`src/rtl/pn_code_gen.sv`:
```
// PN chip generator: Fibonacci LFSR spreading code with period restart, BPSK symbol map.
// Latency: one clk from an ena strobe to the registered chip (valid_out); load takes one clk, emits nothing.
// No backpressure: ena paces the chips, and every output holds its last chip between strobes.
module pn_code_gen #(
  parameter int unsigned         LFSR_LEN   = 10,
  parameter logic [LFSR_LEN-1:0] TAPS       = 10'b0000001001,
  parameter logic [LFSR_LEN-1:0] SEED       = 10'h001,
  parameter int unsigned         CODE_LEN   = 1023,
  parameter int unsigned         ADDR_WIDTH = 10,
  parameter int unsigned         AMP_WIDTH  = 8
) (
  input  logic                  clk,
  input  logic                  rst_n,
  input  logic                  ena,
  input  logic                  load,
  input  logic [LFSR_LEN-1:0]   seed_in,
  output logic                  data_out,
  output logic [AMP_WIDTH-1:0]  sym_out,
  output logic                  valid_out,
  output logic                  epoch_out,
  output logic [ADDR_WIDTH-1:0] chip_idx
);

  // Last chip index of a period; reaching it reloads the LFSR from seed_reg.
  localparam logic [ADDR_WIDTH-1:0] LAST_IDX = ADDR_WIDTH'(CODE_LEN - 1);
  // Symmetric BPSK levels: chip 0 -> +max, chip 1 -> -max (never the asymmetric most-negative code).
  localparam int                    SYM_MAG  = (2 ** (AMP_WIDTH - 1)) - 1;
  localparam logic [AMP_WIDTH-1:0]  SYM_POS  = AMP_WIDTH'(SYM_MAG);
  localparam logic [AMP_WIDTH-1:0]  SYM_NEG  = AMP_WIDTH'(-SYM_MAG);

  logic [LFSR_LEN-1:0]   lfsr;
  logic [LFSR_LEN-1:0]   seed_reg;
  logic [ADDR_WIDTH-1:0] cnt;

  logic                  fb;
  logic [LFSR_LEN-1:0]   lfsr_adv;
  logic [LFSR_LEN-1:0]   load_seed;
  logic                  at_last;

  // Next LFSR state, the zero-protected seed to load, and the end-of-period flag.
  always_comb begin
    fb        = ^(lfsr & TAPS);
    lfsr_adv  = {fb, lfsr[LFSR_LEN-1:1]};
    // An all-zero LFSR would lock up, so a zero seed request falls back to SEED.
    load_seed = (seed_in == '0) ? SEED : seed_in;
    at_last   = (cnt == LAST_IDX);
  end

  // Generator state and registered outputs; load has priority over ena.
  always_ff @(posedge clk or negedge rst_n) begin
    if (!rst_n) begin
      lfsr      <= SEED;
      seed_reg  <= SEED;
      cnt       <= '0;
      data_out  <= 1'b0;
      sym_out   <= '0;
      valid_out <= 1'b0;
      epoch_out <= 1'b0;
      chip_idx  <= '0;
    end else if (load) begin
      seed_reg  <= load_seed;
      lfsr      <= load_seed;
      cnt       <= '0;
      valid_out <= 1'b0;
      epoch_out <= 1'b0;
    end else if (ena) begin
      data_out  <= lfsr[0];
      sym_out   <= lfsr[0] ? SYM_NEG : SYM_POS;
      chip_idx  <= cnt;
      epoch_out <= (cnt == '0);
      valid_out <= 1'b1;
      // Truncated codes restart from the stored seed rather than running the full m-sequence.
      if (at_last) begin
        lfsr <= seed_reg;
        cnt  <= '0;
      end else begin
        lfsr <= lfsr_adv;
        cnt  <= cnt + ADDR_WIDTH'(1);
      end
    end else begin
      valid_out <= 1'b0;
      epoch_out <= 1'b0;
    end
  end

endmodule

```
`config.mk`:
```
export PLATFORM = sky130hd
export DESIGN_NAME = pn_code_gen
export DESIGN_NICKNAME = d
export VERILOG_FILES = /design/src/rtl/pn_code_gen.sv
export SDC_FILE = /design/constraint.sdc
export NUM_CORES = 1
export LEC_CHECK = 0
export ABC_CLOCK_PERIOD_IN_PS = 2390
export BUFFER_PORTS_ARGS = -buffer_cell sky130_fd_sc_hd__buf_2
export CORE_MARGIN = 2
export CORE_UTILIZATION = 60
export CTS_CLUSTER_DIAMETER = 120
export DETAILED_ROUTE_END_ITERATION = 10
export PLACE_DENSITY = 0.95
export SETUP_SLACK_MARGIN = 0.15
export SLEW_MARGIN = 15
export SYNTH_ARGS = -nofsm -noshare
export SYNTH_HDL_FRONTEND = slang
export SYNTH_SLANG_ARGS = --single-unit
```
`constraint.sdc`:
```
create_clock -name clk -period 2.39 [get_ports clk]
set_input_delay 0.1195 -clock clk [delete_from_list [all_inputs] [get_ports clk]]
set_output_delay 0.1195 -clock clk [all_outputs]
set_load 0.02 [all_outputs]
```
# Word-level counts from Yosys, hierarchy flattened
# Cells that the tools add are included.
# W data, S select, Z words.
# word_totals
input_bits	14
register_bits	51
memories	0
mem_bits_ro	0
latchBits	0
ramBits	0
word_cells	28
# op_classes
bitwise_logic	1
magnitude_cmp	0
n_mul	0
eq_ne	1
div	0
muxes	12
shifts	0
n_reduce_logical	5
add_sub_neg	1
# op_table
operator	n
$mux W10	7
$logic_not A10 Y1	2
$add A10 B1 Y10 const B	1
$eq A10 B10 Y1 const B	1
$reduce_xor A10 Y1	1
$mux W8	1
$mux W1	4
$reduce_and A2 Y1	1
$reduce_bool A2 Y1	1
$not A1 Y1	1

# Depth between registers and ports, before layout
# logic_depth
depth_word	4
depth_mapped	7

# Least setup slack after synthesis
# Ideal clock, no wire load.
# synth_path
kind	register to register
startpoint	register cnt[0]
endpoint	register cnt[3]
stages_incl_launch_ff	8
t_arrival_ns	1.447
path_slack_ns	0.847
period_less_slack_ns	1.543
t_required_ns	2.294
path_cell_list	dfrtp_1 inv_1 ha_1 and4_2 nand3_4 buf_8 nand2_2 a311oi_2
# synth_between
elab_chain_len	4
elab_cells_between_ends	5
cone_classes	1 x add/sub; 1 x eq/ne; 3 x mux
# synth_rtl
element	line_no	source
start, declared	33	logic [ADDR_WIDTH-1:0] cnt;
start signal, assigned	78	cnt <= cnt + ADDR_WIDTH'(1);
$add A10 B1 Y10 / $eq A10 B10 Y1 (equally long branches)	78, 46	
$mux W10 *	73	if (at_last) begin
$mux W10 *	66	end else if (ena) begin
$mux W10 *	60	end else if (load) begin
# Every way passes the cells marked *; elsewhere a longest branch is shown, timed or not. The select of a mux whose other input is x is not followed.
# A chain may end at the register's enable or synchronous reset.

# Worst setup path in the final report
# layout_path
startpoint	register cnt[0]
endpoint	register lfsr[9]
# layout_between
elab_chain_len	4
# layout_rtl
element	line_no	source
$eq A10 B10 Y1	46	at_last = (cnt == LAST_IDX);
$mux W10	73	
$mux W10	66	
$mux W10	60	
end signal, assigned	62	lfsr <= load_seed;
end signal, assigned	74	lfsr <= seed_reg;
end signal, assigned	77	lfsr <= lfsr_adv;
end, declared	31	logic [LFSR_LEN-1:0] lfsr;
# No other way between the ends. The select of a mux whose other input is x is not followed.

==> reports/metrics.cfg <==
[outcome]
status = finished, final reports clean

[power_and_ir_drop]
leakage_nw = 1.158
vdd_drop_max_v = 0.0003342
powerDensity_mw_per_mm2 = 605.9

[sta]
rsz0062_at_grt = false
fin_hold_ws_ns = 0.02890
finalCritPeriodShare = 0.7384
hold_viol = 0
tns_ns = 0
period_needed_ns = 1.765
drv_slew = 0
finalClockSkew_ns = 0.01164
fmax_mhz = 566.6
tightest_slew_ns = 0.9585
setup_viol = 0
slew_headroom = 0.3610

[synthesis]
synth_area_leaders = dfrtp_1 (50%), mux2_2 (5.7%), mux2i_1 (5.6%), nand2_1 (5.2%), a22oi_1 (3.1%)
ys_async_sr_fraction = 1.000
syn_avg_cell_area_um2 = 10.88
synth_nets = 215
synth_edf_count = 0
postSynthCellCount = 198
ys_ff_latch = 45
synth-main-ff-cell = dfrtp_1
yosysSeqAreaShare = 0.5238
yosys_warnings = 0
synth_top_area_share = 0.4994
synth.cell_area_mm2 = 0.002155
ys_types = 40
synth_top_area_cell = dfrtp_1

[min_path]
hold_class = primary input to register
min_from = seed_in[9]

[finish]
layout-drive-gt1-share = 0.2844
nets = 241
nFillCells = 241
final_cells = 271
regArea_mm2 = 0.001129
multi_input_area_um2 = 860.8
area_delta_synth_final_pct = 7.840
antenna_cells = 0

[cts]
numCtsBuffers = 5
clkSinkCount = 45
clk_latency_ns = 0.35
clockBufferDepth = 2
htreeDepth = 2
cts_tree = built
clk_pin_slew_ns = 0.13
ctsRootBufferMaster = clkbuf_4

[floorplan]
die_w_um = 63.93
rows = 21
die_y_um = 63.93
initial_utilization = 0.6357
pin_count = 35
die_area_mm2 = 0.004086
core-area_mm2 = 0.003390

[drt]
wl_per_cell_um = 16.96
drtPass1Iterations = 4
vias_per_cell = 6.059
ant_nets = 0
wl_um = 4597
drcViolationCount = 0
drt_iter0_drc = 182
num_vias = 1642

[run]
cap_violations = 0

[critical_path]
crit_start = cnt[0]
critical-path-max-stage-delay_ns = 0.46
cp-end-kind = register
timing.rr.start = cnt[0]
start_kind = register
critPathMaxFanout = 12
cp.arrival_ns = 2.00
rrSetupSlack_ns = 0.63
slowest_stage = dfrtp_1
crit_type = register to register
cp.required_ns = 2.62
cp_cell_sequence = inv_1 -> ha_1 -> and4_2 -> nand3_4 -> mux2i_1 -> o21ai_1

[placement]
io_buffers = 34
gp_congestion = 0.8030
dpl.hpwl_um = 3104
dp.cells = 262

[global_route]
grtUsageTotal = 0.2442
grt_pass1_vias = 1602
grt_antenna_before_repair = 0
grt_overflow = 0
grt_max_degree = 46
grt_pass1_wl_um = 7652

[critical path, delay by kind of cell (launching register included)]
family,cells,cell delay [ns]
flops,1,0.46
fa+ha+maj,1,0.15
mux,1,0.28
simple gates,2,0.54
compound gates,1,0.11
buf+inv,1,0.13
[cells in the mapped netlist (all sizes together), types with 2 or more instances]
library cell,number
or3,2
mux2i,12
a21oi,10
a31oi,2
dfstp,2
buf,17
clkbuf,2
nand3,7
o21ai,16
and4,3
nand4,2
a22oi,9
nand2b,2
dfrtp,43
mux2,11
ha,3
inv,6
nor4,3
nor2,5
nand2,31
[worst paths after layout]
path	endpoint	depth (start not counted)
setup / recovery	lfsr[9]	6
hold / removal	seed_reg[9]	2
setup reg to reg	lfsr[9]	6
hold reg to reg	chip_idx[9]	2
max in group asynchronous	cnt[4]	2
min in group asynchronous	lfsr[7]	2
[layout by cell type, fill, tap and decap left out, drive strengths merged]
cell / instances
inv: 6
xor2: 1
buf: 37
nand3b: 1
o21ai: 16
or3: 2
mux2: 11
nor2: 5
and3: 1
nor3: 1
a31o: 1
a22o: 1
nand2: 31
a31oi: 2
dfstp: 2
nor4: 3
nand3: 7
and4: 3
mux2i: 12
a311oi: 1
clkbuf: 6
a22oi: 9
nand4: 2
nand2b: 2
a21oi: 10
dfrtp: 43
o22ai: 1
clkinv: 2
ha: 3
a41oi: 1
nand4b: 1
dlygate4sd3: 1
[area by class of cell]
| cell class | instances | share of cell area |
|---|---|---|
| multi-input cells | 128 | 0.3705 |
| well taps | 46 | 0.02477 |
| flip-flops and latches | 45 | 0.4857 |
| repair buffers | 38 | 0.08724 |
| inverters | 6 | 0.009693 |
| clock inverters | 2 | 0.004308 |
| clock buffers | 6 | 0.01777 |
[report_power, final]
part / switching (W) / internal, W / total [W] / leakage [nW]
sequential: 0.0000376 / 0.000812 / 0.000850 / 0.572
clock: 0.000234 / 0.000113 / 0.000346 / 0.0320
combinational: 0.000132 / 0.0000795 / 0.000211 / 0.554
total: 0.000403 / 0.00100 / 0.00141 / 1.16
[timing repair]
item | 4_1_cts | 5_1_grt
hold buffers | 1 | 0
resized for setup | 0 | 0
endpoints found under the hold margin | 43 | 0
setup buffers | 0 | 0
[through the flow]
stage	instance area [µm²]	setup slack, ns	power [W]	util
after detailed placement	2262	0.6758	0.001070	0.6674
after CTS	2323	0.6524	0.001410	0.6855
after global routing	2323	0.4845	0.001472	0.6855
final	2323	0.6251	0.001408	0.6855
after floorplan	2155	0.8472	0.001004	-
after global placement	2262	0.7885	0.001056	0.6674
[per-layer routing]
metal	up-vias	routed length, µm	track usage
met4	0	137	0.1223
met2	81	2260	0.4010
li1	745	-	-
met3	17	320	0.04225
met5	-	0	0
met1	799	1878	0.3115
[cells by family (layout without fill, tap and decap cells)]
family,count (synthesis),after routing,synth area share
simple gates,59,59,0.1382
compound gates,42,42,0.1266
buf+inv,25,52,0.07665
fa+ha+maj,3,3,0.01742
xor+xnor,1,1,0.004066
mux,23,23,0.1132
flops,45,45,0.5238
(Power assumes the default switching activity.)
